### src/rtl/hardwired_control_unit.sv
// hardwired_control_unit: Moore FSM sequencing fetch and execute strobes for the DataPath
module hardwired_control_unit #(
    parameter int OPW         = 5,
    parameter int NREG        = 16,
    parameter int RD_WAIT_MAX = 15
) (
    input  logic            clock,
    input  logic            clear,
    input  logic            run,
    input  logic [31:0]     ir,
    input  logic            mem_ready,
    output logic            PCout,
    output logic            Zhighout,
    output logic            Zlowout,
    output logic            MDRout,
    output logic            MARin,
    output logic            PCin,
    output logic            MDRin,
    output logic            IRin,
    output logic            Yin,
    output logic            IncPC,
    output logic            Read,
    output logic            HIin,
    output logic            LOin,
    output logic            ZHighIn,
    output logic            ZLowIn,
    output logic [NREG-1:0] Rin,
    output logic [NREG-1:0] Rout,
    output logic [OPW-1:0]  opcode,
    output logic            instr_done,
    output logic            halted,
    output logic            fault
);
    localparam int CW = $clog2(RD_WAIT_MAX + 1);
    localparam logic [3:0] S_IDLE  = 4'd0;
    localparam logic [3:0] S_T0    = 4'd1;
    localparam logic [3:0] S_T1    = 4'd2;
    localparam logic [3:0] S_T2    = 4'd3;
    localparam logic [3:0] S_T3    = 4'd4;
    localparam logic [3:0] S_T4    = 4'd5;
    localparam logic [3:0] S_T5    = 4'd6;
    localparam logic [3:0] S_T6    = 4'd7;
    localparam logic [3:0] S_HALT  = 4'd8;
    localparam logic [3:0] S_FAULT = 4'd9;
    localparam logic [NREG-1:0] ONE = NREG'(1);

    logic [3:0]    state_q, state_d;
    logic [CW-1:0] cnt_q, cnt_d;
    logic [OPW-1:0] op;
    logic [3:0]    ra, rb, rc;
    logic          is_a3, is_two, is_mul, is_nop, is_halt;
    logic [3:0]    done_next;
    logic          unused_ir;

    assign op        = ir[31 -: OPW];
    assign ra        = ir[26:23];
    assign rb        = ir[22:19];
    assign rc        = ir[18:15];
    assign unused_ir = ^ir[14:0];
    assign is_a3     = op >= OPW'(3) && op <= OPW'(11);
    assign is_two    = op == OPW'(17) || op == OPW'(18);
    assign is_mul    = op == OPW'(15) || op == OPW'(16);
    assign is_nop    = op == OPW'(26);
    assign is_halt   = op == OPW'(27);
    assign done_next = run ? S_T0 : S_IDLE;

    // next-state and T1 wait counter; counter is zero outside a T1 wait
    always_comb begin
        state_d = state_q;
        cnt_d   = '0;
        case (state_q)
            S_IDLE:  state_d = run ? S_T0 : S_IDLE;
            S_T0:    state_d = S_T1;
            S_T1: begin
                if (mem_ready) state_d = S_T2;
                else if (cnt_q == CW'(RD_WAIT_MAX - 1)) state_d = S_FAULT;
                else cnt_d = cnt_q + CW'(1);
            end
            S_T2:    state_d = S_T3;
            S_T3:    state_d = (is_a3 || is_two || is_mul) ? S_T4 : is_nop ? done_next : is_halt ? S_HALT : S_FAULT;
            S_T4:    state_d = (is_a3 || is_mul) ? S_T5 : is_two ? done_next : S_FAULT;
            S_T5:    state_d = is_a3 ? done_next : is_mul ? S_T6 : S_FAULT;
            S_T6:    state_d = done_next;
            S_HALT:  state_d = S_HALT;
            S_FAULT: state_d = S_FAULT;
            default: state_d = S_FAULT;
        endcase
    end

    // state register with asynchronous clear
    always_ff @(posedge clock or negedge clear) begin
        if (!clear) begin
            state_q <= S_IDLE;
            cnt_q   <= '0;
        end else begin
            state_q <= state_d;
            cnt_q   <= cnt_d;
        end
    end

    // Moore output decode from state and the instruction class
    always_comb begin
        {PCout, Zhighout, Zlowout, MDRout, MARin, PCin, MDRin, IRin} = '0;
        {Yin, IncPC, Read, HIin, LOin, ZHighIn, ZLowIn} = '0;
        Rin        = '0;
        Rout       = '0;
        opcode     = '0;
        instr_done = 1'b0;
        halted     = state_q == S_HALT;
        fault      = state_q == S_FAULT;
        case (state_q)
            S_T0: {PCout, MARin, IncPC, PCin} = 4'b1111;
            S_T1: {Read, MDRin} = 2'b11;
            S_T2: {MDRout, IRin} = 2'b11;
            S_T3: begin
                Rout       = is_a3 ? ONE << rc : is_two ? ONE << rb : is_mul ? ONE << ra : '0;
                Yin        = is_a3 || is_mul;
                opcode     = is_two ? op : '0;
                ZLowIn     = is_two;
                instr_done = is_nop;
            end
            S_T4: begin
                Rout       = (is_a3 || is_mul) ? ONE << rb : '0;
                opcode     = (is_a3 || is_mul) ? op : '0;
                ZLowIn     = is_a3 || is_mul;
                ZHighIn    = is_mul;
                Zlowout    = is_two;
                Rin        = is_two ? ONE << ra : '0;
                instr_done = is_two;
            end
            S_T5: begin
                Zlowout    = is_a3 || is_mul;
                Rin        = is_a3 ? ONE << ra : '0;
                LOin       = is_mul;
                instr_done = is_a3;
            end
            S_T6: {Zhighout, HIin, instr_done} = 3'b111;
            default: ;
        endcase
    end
endmodule

### config.mk
export PLATFORM = sky130hd
export DESIGN_NAME = hardwired_control_unit
export DESIGN_NICKNAME = d
export VERILOG_FILES = /design/src/rtl/hardwired_control_unit.sv
export SDC_FILE = /design/constraint.sdc
export NUM_CORES = 1
export LEC_CHECK = 0
export ABC_AREA = 1
export BUFFER_PORTS_ARGS = -buffer_cell sky130_fd_sc_hd__clkbuf_2
export CORE_MARGIN = 2
export CORE_UTILIZATION = 51
export CTS_BUF_LIST = sky130_fd_sc_hd__clkbuf_2 sky130_fd_sc_hd__clkbuf_4 sky130_fd_sc_hd__clkbuf_8
export DETAILED_ROUTE_END_ITERATION = 8
export PLACE_DENSITY = 0.89
export SYNTH_ARGS = -nofsm -noshare
export SYNTH_HDL_FRONTEND = slang
export SYNTH_SLANG_ARGS = --single-unit
### constraint.sdc
create_clock -name clock -period 2.15 [get_ports clock]
set_input_delay 0.3225 -clock clock [delete_from_list [all_inputs] [get_ports clock]]
set_output_delay 0.3225 -clock clock [all_outputs]
set_load 0.01 [all_outputs]
-- Word level (Yosys, flattened, before mapping)
Cells that the tools add are included.
- add/subtract/negate cells: 1
- $mul: 0
- div/mod/pow operators: 0
- magnitude comparators: 2
- equality and inequality tests: 17
- shifts and indexed selects: 3
- muxes and demuxes: 35
- bitwise gates (word level): 0
- reductions and logical operators: 8
- operators with widths (operator ; number):
    $mux 16 ; 6
    $pmux 16 s2 ; 2
    $shl 1x4->16 const A ; 3
    $mux 4 ; 11
    $pmux 4 s8 ; 1
    $eq 5x5->1 const B ; 5
    $eq 4x3->1 const B ; 4
    $eq 4x4->1 const B ; 3
    $mux 5 ; 2
    $pmux 5 s2 ; 1
    $mux 1 ; 9
    $eq 4x2->1 const B ; 2
    $eq 5x4->1 const B ; 1
    $ge 5x2->1 const B ; 1
    $le 5x4->1 const B ; 1
    $logic_or 1x1->1 ; 5
    $add 4x1->4 const B ; 1
    $eq 4x1->1 const B ; 1
    $logic_not 4->1 ; 1
    $pmux 1 s2 ; 2
    $pmux 1 s4 ; 1
    $ne 3x3->1 const B ; 1
    $reduce_or 2->1 ; 1
    $logic_and 1x1->1 ; 1
- register bits: 8
- latch bits: 0
- memory bits (writable): 0
- bits in read-only memories: 0
- input bits: 36
- output and inout bits: 55
- logic and storage cells: 68
- memories: 0

-- Depth between registers and ports, before layout
Gate-level depths: netlist (run 1).
- depth in word-level cells: 6
- mapped depth: 10

-- Worst setup path before layout (run 1)
OpenSTA, ideal clock, no wires.
- kind: reg-to-output
- start: register state_q[1]
- end: output port Rin[10]
- arrival time: 1409 ps
- path slack: 419 ps
- cell stages (with the launch flop): 9
- buffers on the path: 1
- cell sequence: dfrtp_1 > inv_1 > nand2_2 > nor2_4 > inv_2 > o21ai_2 > inv_2 > buf_6 > nor3_1
- word-level cells in the longest chain between the ends: 2
- ends and longest elaborated chain (what ; RTL line ; source):
    from (decl) ; 47 ; logic [3:0] state_q, state_d;
    from (signal assigned) ; 96 ; state_q <= state_d;
    $eq 4x3->1 ; 111 ; case (state_q)
    $pmux 16 s2 * ; 111 ;
    to (decl) ; 27 ; output logic [NREG-1:0] Rin,
Every way passes the cells marked *; elsewhere a longest branch is shown, timed or not.

-- Worst setup path in the final report (run 1)
- start: register state_q[1]
- end: output port Rin[9]
The elaborated chain is that of the path after synthesis.

==> results of run 1 <==
[state kept, by name, indices dropped and copies added, names as in the netlist]
| name | count |
|---|---|
| state_q | 4 |
| cnt_q | 4 |
[power by group]
group	switching [W]	internal [W]	leakage, nW	total, W
logic	0.000374	0.000217	1.16	0.000591
clock network	0.0000512	0.0000639	0.0138	0.000115
registers	0.0000630	0.000186	0.102	0.000249
total	0.000488	0.000467	1.28	0.000954
[layout make-up]
class	count	area (sq um)
well taps	46	57.56
repair inverters	3	22.52
multi-input cells	262	1350
fillers	300	958.4
clock buffers	3	22.52
repair buffers	90	498.0
flip-flops and latches	8	203.9
inverters	47	197.7
[layer usage]
layer | GRT usage | up-vias
met1 | 0.3067 | 1160
met4 | 0.08611 | 0
met3 | 0.03423 | 18
met5 | 0 | -
li1 | - | 1252
met2 | 0.4368 | 145
[cell usage after synthesis, drive strengths merged]
cell,number,share of area
a21oi,15,0.043
buf,13,0.054
clkbuf,7,0.015
clkinv,1,0.0021
dfrtp,8,0.11
ha,2,0.014
inv,46,0.099
nand2,73,0.17
nand3,43,0.12
nand4,9,0.032
nor2,50,0.11
nor3,27,0.084
nor4,3,0.011
o21ai,29,0.085
o21bai,4,0.017
or2,5,0.018
xnor2,1,0.0050
xor2,1,0.0050
[logic make-up after synthesis]
logic type,count (synthesis),share of synthesized area
AO/OA/AOI/OAI,48,0.1453
adder cells (fa/ha/maj),2,0.01431
buffers and inverters,67,0.1696
flip-flops,8,0.1145
AND/OR/NAND/NOR,210,0.5462
XOR/XNOR,2,0.01002
[repair_timing]
| item | 4_1_cts | 5_1_grt |
|---|---|---|
| gates cloned | 0 | 3 |
| hold endpoints to repair | 8 | 0 |
| buffers inserted | 0 | 6 |
| endpoints found under the setup margin | 11 | 36 |
| resized for setup | 3 | 50 |
| pin swaps | 0 | 3 |
| hold buffers | 1 | 0 |
[metrics by stage]
stage	area, sq um	std cells	total power, W
finish	2352	459	0.0009545
floorplan	1748	337	0.0006038
CTS	2160	450	0.0008599
global route	2352	459	0.001035
detailed placement	2121	446	0.0007338
global placement	2121	446	0.0007163
[layout by cell type, fill, tap and decap left out, drive strengths merged, types with 3 or more instances in the layout]
cell	n
a21oi	15
buf	28
clkbuf	64
clkinv	3
clkinvlp	4
dfrtp	8
inv	43
nand2	73
nand3	43
nand4	9
nor2	50
nor3	27
nor4	3
o21ai	29
o21bai	4
or2	5
[path summary, 6_finish.rpt]
kind | from | endpoint | slack (ps) | cells past startpoint
worst max-delay path | state_q[1] | Rin[9] | 9 | 9
worst min-delay path | mem_ready | state_q[1] | 300 | 3
worst max register to register | state_q[3] | state_q[0] | 360 | 8
worst min register to register | cnt_q[0] | cnt_q[0] | 490 | 1
max in group asynchronous | clear | state_q[1] | 1510 | 2
min in group asynchronous | clear | cnt_q[2] | 450 | 2
[worst register-to-register path: cells and delay by family, from the launching register on]
family	cells	cell delay, ps
simple gates	5	930
buf+inv	3	340
flops	1	410
==> results.md, run 1 <==
- Status: completed
- CTS tree: done
- First-pass GRT wire length: between 8000 and 9000 um
- Vias in the first global route: ~2000
- Final setup fails: 0
- Cells after synthesis: 337
- Slowest CP cell: dfrtp_2
- CTS root buffer: clkbuf_4
- Pre-CTS setup slack: between 100 and 150 ps
- Peak supply drop: 356.7 uV
- Synthesized Nets: roughly 380
- Register area share after synthesis: 0.1145
- Avg Vias per Cell: ~5.6
- Yosys warning count: 0
- Num rows: 21
- Routed via count: ~2600
- CP Data Required Time: around 1800 ps
- Synth Area per Inst: about 5.2 sq um
- Clock transition at path regs: about 50 ps
- # DRC: 0
- Slew HR: 0.5909
- First-pass iteration count of the detailed router: 5
- Antenna-violating nets left: 0
- Largest fanout on the critical path: 5
- Met3 WL: about 420 um
- Critical Path Start Type: register
- Largest net degree at the start of global routing: 21
- ANT cells: 0
- End-of-flow core utilization: 0.7105
- DR iter-0 viols: 282
- Synthesis-to-layout area growth: 34.57%
- Worst Path Buf+Inv: 5
- Met2 Wirelength: 2841 um
- Cell variety after synth: 27
- Number of I/O pins: 91
- Critical path's largest stage delay: 460 ps
- Starting Density: 0.5280
- CP delay by family, top: buffers and inverters
- Unrepaired setup endpoints after global routing: yes
- Die W: between 60 and 70 um
- Hold Fails Final Rpt: 0
- Pleak: 1.280 nW
- Crit path setup slack, layout: 8.719 ps
- Worst-Margin Slew: 612.9 ps
- Routed length per instance: roughly 12 um
- Share of cells above drive strength 1: 0.3220
- Die Height: 62.55 um
- Tot GR Track Use: 0.2474
- Antenna violations before repair: 0
- Overflow after GRT: 0
- Clk sinks: 8
- Pins over their slew limit: 0
- Pwr per Cell Area: roughly 400 nW/um^2
- Post-Synthesis Cell Area: ~1700 sq um
- Hold Path Class: in2reg
- Wl on met1: roughly 2300 um
- Gpl congestion: 0.9404
- Fin Hold WS: approximately 300 ps
- H-tree levels: 1
- Final Net Count: roughly 450
- Worst-Skew Late Latency: between 200 and 300 ps
- Number of buffers added on ports: 75
- Post-layout min period: 2141 ps
- Post-DP HPWL: between 4000 and 5000 um
- Worst Skew: roughly 2.7 ps
- Top sig layer: met4
- Setup CP Type: reg2out
- Period utilisation layout: 0.9959
- Critical Path, Cell by Cell: inv_4 > nand2_4 > nor2_4 > buf_6 > inv_4 > o21ai_4 > clkinv_4 > nor3_4 > buf_2
- Flop and latch count out of synthesis: 8
- Max-Cap Viols: 0
- Core ar.: 3311 sq um
- Max clock buf depth: 2
- CP dominant cell by count: inv_4
- Area of the die: just under 4000 sq um
- Num CTS Buffers: 3
- WP data arrival: about 1800 ps
- CP endpoint kind: output port
- Setup tns final: 0 ps
- Fmax: between 400 and 500 MHz
- Final wirelength: 5670 um
(Power assumes the default switching activity.)
==> run 2, diff against run 1 <==
--- a/config.mk
+++ b/config.mk
@@ -7,11 +7,14 @@
 export LEC_CHECK = 0
 export ABC_AREA = 1
 export BUFFER_PORTS_ARGS = -buffer_cell sky130_fd_sc_hd__clkbuf_2
+export CELL_PAD_IN_SITES_DETAIL_PLACEMENT = 1
+export CELL_PAD_IN_SITES_GLOBAL_PLACEMENT = 1
 export CORE_MARGIN = 2
-export CORE_UTILIZATION = 51
+export CORE_UTILIZATION = 31
 export CTS_BUF_LIST = sky130_fd_sc_hd__clkbuf_2 sky130_fd_sc_hd__clkbuf_4 sky130_fd_sc_hd__clkbuf_8
 export DETAILED_ROUTE_END_ITERATION = 8
-export PLACE_DENSITY = 0.89
+export GPL_ROUTABILITY_DRIVEN = 0
+export PLACE_DENSITY = 0.87
 export SYNTH_ARGS = -nofsm -noshare
 export SYNTH_HDL_FRONTEND = slang
 export SYNTH_SLANG_ARGS = --single-unit
==> run 2 against run 1 <==
  * Register-to-register slack gained 80 ps
  * Design area grew 4.4%
  * Wire length grew 32%
  * Power grew 11%
  * Non-clock buffer count grew 6
  * Largest cell class unchanged
  * Critical endpoint is now Rin[13]
  * The flow now finishes with violations (negative setup slack)
  * Cell count grew 7.0%
  * Clock power grew 57%
  * Critical path depth is the same
==> results.md, run 2 (synthesis results as in run 1) <==
- Routed via count: between 2000 and 3000
- Inst Count DP: 473
- Avg Vias per Cell: around 5.3
- Worst-Skew Late Latency: approximately 230 ps
- Max clock buf depth: 2
- Routed length per instance: 15.20 um
- CTS root buffer: clkbuf_8
- Met2 Wirelength: slightly above 4000 um
- Wl on met1: 2924 um
- Area of the die: approximately 6300 sq um
- Final setup fails: 1
- Setup CP Type: reg2out
- Unrepaired setup endpoints after global routing: yes
- Commonest non-fill, non-tap cell in the layout: clkbuf_2
- Hold Path Class: in2reg
- Peak supply drop: about 530 uV
- Largest net degree at the start of global routing: 21
- Fmax: ~460 MHz
- Pwr per Cell Area: ~430 nW/um^2
- First-pass iteration count of the detailed router: 4
- Number of buffers added on ports: 75
- Worst Path Buf+Inv: 5
- Reg2Reg Depth: 7
- Slew HR: 0.5708
- Tot GR Track Use: 0.2182
- Core ar.: between 5000 and 6000 sq um
- Post-layout min period: around 2200 ps
- Setup tns final: -9.652 ps
- Synthesis-to-layout area growth: 40.52%
- First-pass GRT wire length: roughly 11000 um
- WP data arrival: 1840 ps
- Commonest non-fill, non-tap cells in the layout: clkbuf_2 (69), nand2_1 (67), nor2_1 (48), nand3_1 (43), inv_1 (39)
- Met3 WL: 267 um
- Critical Path Start Type: register
- CTS tree: done
- Antenna-violating nets left: 0
- Fillcell total: approximately 810
- Die W: about 80 um
- Worst Skew: ~0.86 ps
- Overflow after GRT: 0
- Failing checks: negative setup slack
- Hold Fails Final Rpt: 0
- CP Data Required Time: 1830 ps
- Num CTS Buffers: 3
- Top sig layer: met4
- ANT cells: 0
- Final Net Count: about 460
- Crit path to: Rin[13]
- Critical Path, Cell by Cell: inv_2 > nand2_4 > nor2_4 > buf_6 > inv_4 > o21ai_4 > clkinv_4 > nor3_4 > buf_2
- Vias in the first global route: ~2500
- Clock transition at path regs: ~40 ps
- Period utilisation layout: 1.004
- # DRC: 0
- Clk sinks: 8
- Post-Layout Cell Count: 491
- Post-DP HPWL: between 5000 and 6000 um
- Num rows: 27
- H-tree levels: 1
- Critical Path Stages: 9
- Crit path setup slack, layout: -9.652 ps
- CP endpoint kind: output port
- Worst reg2reg endpoint: state_q[0]
- Pleak: about 1.3 nW
- Biggest regs: cnt_q: 4 flops, state_q: 4 flops
- Slowest CP cell: dfrtp_1
- Die Height: 79.09 um
- Crit path launch: state_q[3]
- CP delay by family, top: buffers and inverters
- Final wirelength: approximately 7500 um
- Critical path's largest stage delay: between 400 and 500 ps
- Max-Cap Viols: 0
- Largest fanout on the critical path: 5
- R2R Path Start: state_q[2]
- Share of cells above drive strength 1: 0.3317
- Pins over their slew limit: 0
- Starting Density: 0.3194
- Antenna violations before repair: 0
- Setup slack, reg-to-reg: between 400 and 500 ps
- Worst-Margin Slew: between 600 and 700 ps
- DR iter-0 viols: 159
- Status: finished, violations left
- Number of I/O pins: a little over 90
==> run 2: cell count changes in the layout (fill, tap and decap cells not counted), sizes merged <==
cell	delta
buf	-2
clkinv	-1
clkinvlp	-1
clkbuf	+8
inv	+2
==> run 2: worst min-delay path: stages <==
cell and delay (ps):
clkbuf_2 100, a21oi_1 70, nand3_1 70
==> run 2: timing repair <==
| action | 4_1_cts | 5_1_grt |
|---|---|---|
| cloned | 0 | 3 |
| hold buffers | 1 | 0 |
| hold endpoints to repair | 8 | 0 |
| setup endpoints to repair | 26 | 35 |
| setup buffers | 0 | 11 |
| pin swaps | 0 | 3 |
| gates resized for setup | 5 | 37 |
==> run 2: worst min path at each step <==
stage                   start          to  slack (ps)  cells after the start
global placement        clear    cnt_q[0]         170                      1
CTS                 mem_ready  state_q[1]         380                      3
floorplan               clear    cnt_q[0]          30                      0
detailed placement      clear    cnt_q[0]         180                      1
finish              mem_ready  state_q[1]         380                      3
global route        mem_ready  state_q[1]         390                      3
==> run 2: final cells by class <==
type / count / area (sq um) / share of cell area
tap: 72 / 90.09 / 0.03668
clock buffer: 3 / 41.29 / 0.01681
multi-input combinational: 262 / 1356 / 0.5522
inverter: 47 / 191.4 / 0.07794
sequential: 8 / 203.9 / 0.08304
timing repair inverter: 3 / 17.52 / 0.007132
timing repair buffer: 96 / 555.5 / 0.2262
==> run 2: power breakdown <==
part	total [W]	leakage [nW]	switching (W)	internal, W
registers	0.000240	0.102	0.0000538	0.000187
clock network	0.000180	0.0216	0.0000584	0.000121
logic	0.000641	1.21	0.000409	0.000232
==> run 2: metal layers <==
| layer | up-vias | track usage |
|---|---|---|
| met3 | 10 | 0.007955 |
| met1 | 1281 | 0.2406 |
| li1 | 1258 | - |
| met2 | 70 | 0.4432 |
| met5 | - | 0 |
| met4 | 0 | 0.06552 |
==> run 2: through the flow <==
step           hold slack [ps]  area (sq um)    util  setup slack [ps]  total power (W)
6_report                 378.6          2456  0.4488            -9.652         0.001061
2_1_floorplan            26.91          1748       -             418.7        0.0006038
5_1_grt                  385.2          2456  0.4488            -84.99         0.001139
3_5_place_dp             184.3          2173  0.3971             40.91        0.0007703
3_3_place_gp             174.8          2173  0.3971             121.0        0.0007359
4_1_cts                  377.4          2241  0.4095            -11.58        0.0009605
==> run 3, diff against run 2 <==
--- a/config.mk
+++ b/config.mk
@@ -6,7 +6,7 @@
 export NUM_CORES = 1
 export LEC_CHECK = 0
 export ABC_AREA = 1
-export BUFFER_PORTS_ARGS = -buffer_cell sky130_fd_sc_hd__clkbuf_2
+export BUFFER_PORTS_ARGS = -buffer_cell sky130_fd_sc_hd__buf_2
 export CELL_PAD_IN_SITES_DETAIL_PLACEMENT = 1
 export CELL_PAD_IN_SITES_GLOBAL_PLACEMENT = 1
 export CORE_MARGIN = 2
==> run 3 against run 2 <==
  * The flow now finishes without violations
  * Sequential power up 5%
  * Worst setup slack better by 41 ps
  * Cell count up 0.41%
  * Highest routed layer unchanged
  * Maximum frequency rose by 1.9%
  * Clock skew up 2.9 ps
  * Global-route usage decreased by 0.61 points
  * Design area increased by 0.81%
  * Non-clock buffer count is 2 higher
  * Critical endpoint is now Rin[6]
==> results.md, run 3 (synthesis results as in run 1) <==
- Status: completed
- Overflow after GRT: 0
- ANT cells: 0
- Tot GR Track Use: 0.2121
- CTS root buffer: clkbuf_8
- CP Data Required Time: 1830 ps
- Number of buffers added on ports: between 70 and 80
- Pleak: around 1.4 nW
- Largest net degree at the start of global routing: 21
- Pwr per Cell Area: about 440 nW/um^2
- H-tree levels: 1
- Largest fanout on the critical path: 4
- Avg Vias per Cell: between 5 and 6
- Commonest non-fill, non-tap cells in the layout: buf_2 (75), nand2_1 (67), nor2_1 (47), nand3_1 (42), inv_1 (38)
- Final Net Count: between 400 and 500
- Vias in the first global route: between 2000 and 2500
- Fmax: roughly 470 MHz
- Crit path setup slack, layout: 30.95 ps
- Biggest regs: cnt_q: 4 flops, state_q: 4 flops
- CP endpoint kind: output port
- Hold Path Depth: 3
- Num rows: 27
- Synthesis-to-layout area growth: 41.66%
- # DRC: 0
- Core ar.: 5473 sq um
- Antenna-violating nets left: 0
- Die W: 79.09 um
- Die Height: 79.09 um
- Critical Path Start Type: register
- Critical path's largest stage delay: a little over 400 ps
- Final setup fails: 0
- Post-layout min period: 2119 ps
- Worst-Margin Slew: 576.7 ps
- Reg2Reg Depth: 8
- Final wirelength: between 7000 and 8000 um
- Routed length per instance: between 15 and 20 um
- Critical Path Stages: 10
- CTS tree: done
- Num CTS Buffers: 3
- CP delay by family, top: buffers and inverters
- Fillcell total: ~810
- Slew HR: 0.6151
- WP data arrival: roughly 1800 ps
- Slowest CP cell: dfrtp_1
- Antenna violations before repair: 0
- Number of I/O pins: approximately 90
- First-pass GRT wire length: ~11000 um
- Hold Path Class: in2reg
- Share of cells above drive strength 1: 0.3254
- Pre-CTS setup slack: around 16 ps
- Worst-Skew Late Latency: 230 ps
- First-pass iteration count of the detailed router: 4
- Max clock buf depth: 2
- Period utilisation layout: 0.9856
- Commonest non-fill, non-tap cell in the layout: buf_2
- Clock transition at path regs: about 40 ps
- Area of the die: ~6300 sq um
- Critical Path, Cell by Cell: inv_2 > nand2_4 > nor2_4 > buf_6 > inv_4 > o21ai_4 > buf_12 > clkinv_2 > nor3_2 > buf_2
- Post-DP HPWL: 5378 um
- Worst Skew: roughly 3.7 ps
- Inst Count DP: ~470
- Max-Cap Viols: 0
- Post-Layout Cell Count: 493
- Peak supply drop: 450.7 uV
- DR iter-0 viols: roughly 200
- Starting Density: 0.3194
- Pins over their slew limit: 0
- Routed via count: roughly 2600
- Setup tns final: 0 ps
- Hold Fails Final Rpt: 0
- Clk sinks: 8
- Setup CP Type: reg2out
- Worst Path Buf+Inv: 6
[run 3: cell types whose count changed in the layout (fill, tap and decap cells not counted), sizes merged]
cell / before / now
buf: 26 / 97
clkbuf: 72 / 3
clkinv: 2 / 3
clkinvlp: 3 / 1
inv: 45 / 46
[run 3: layer usage]
metal	GRT usage	share of wire	vias to the layer above	routed length, um
met3	0.007955	0.044	26	334
met2	0.3992	0.53	97	3988
met4	0.09828	0.037	0	280
li1	-	-	1262	-
met1	0.2457	0.39	1203	2911
met5	0	0	-	0
[run 3: cell type report]
class	instances	area [sq um]	share of cell area
Timing Repair Buffer	98	595.6	0.2405
Clock buffer	3	41.29	0.01668
Multi-Input combinational cell	262	1333	0.5382
Tap cell	72	90.09	0.03638
Inverter	47	192.7	0.07782
Timing Repair inverter	3	20.02	0.008085
Sequential cell	8	203.9	0.08237
[run 3: report_power, final]
part           total (W)  switching (W)  internal (W)
logic           0.000663       0.000405      0.000258
clock network   0.000183      0.0000617      0.000121
registers       0.000252      0.0000656      0.000186
[run 3: worst paths after layout]
path	startpoint	endpoint	slack, ps
worst max-delay path	state_q[3]	Rin[6]	30
worst min register to register	cnt_q[0]	cnt_q[0]	490
worst min-delay path	mem_ready	state_q[1]	310
worst max register to register	state_q[3]	state_q[0]	400
max in group asynchronous	clear	state_q[2]	1510
min in group asynchronous	clear	state_q[0]	460
[run 3: repair_timing]
action	CTS	global route
endpoints found under the setup margin	20	28
hold buffers	1	0
endpoints found under the hold margin	8	0
gates resized for setup	5	31
gates cloned	0	3
pin swaps	0	4
buffers inserted	0	14
[run 3: stage by stage]
stage               total power [W]  cell area (sq um)    util  hold WS, ps
global route               0.001183               2476  0.4524        322.7
detailed placement        0.0007586               2153  0.3935        174.9
CTS                       0.0009580               2210  0.4037        307.9
floorplan                 0.0006038               1748       -        26.91
global placement          0.0007316               2153  0.3935        168.9
finish                     0.001098               2476  0.4524        314.9
[run 3: tightest hold or removal path, cell delays in order]
cell and delay, ps:
buf_2 80, a21oi_1 50, nand3_1 60
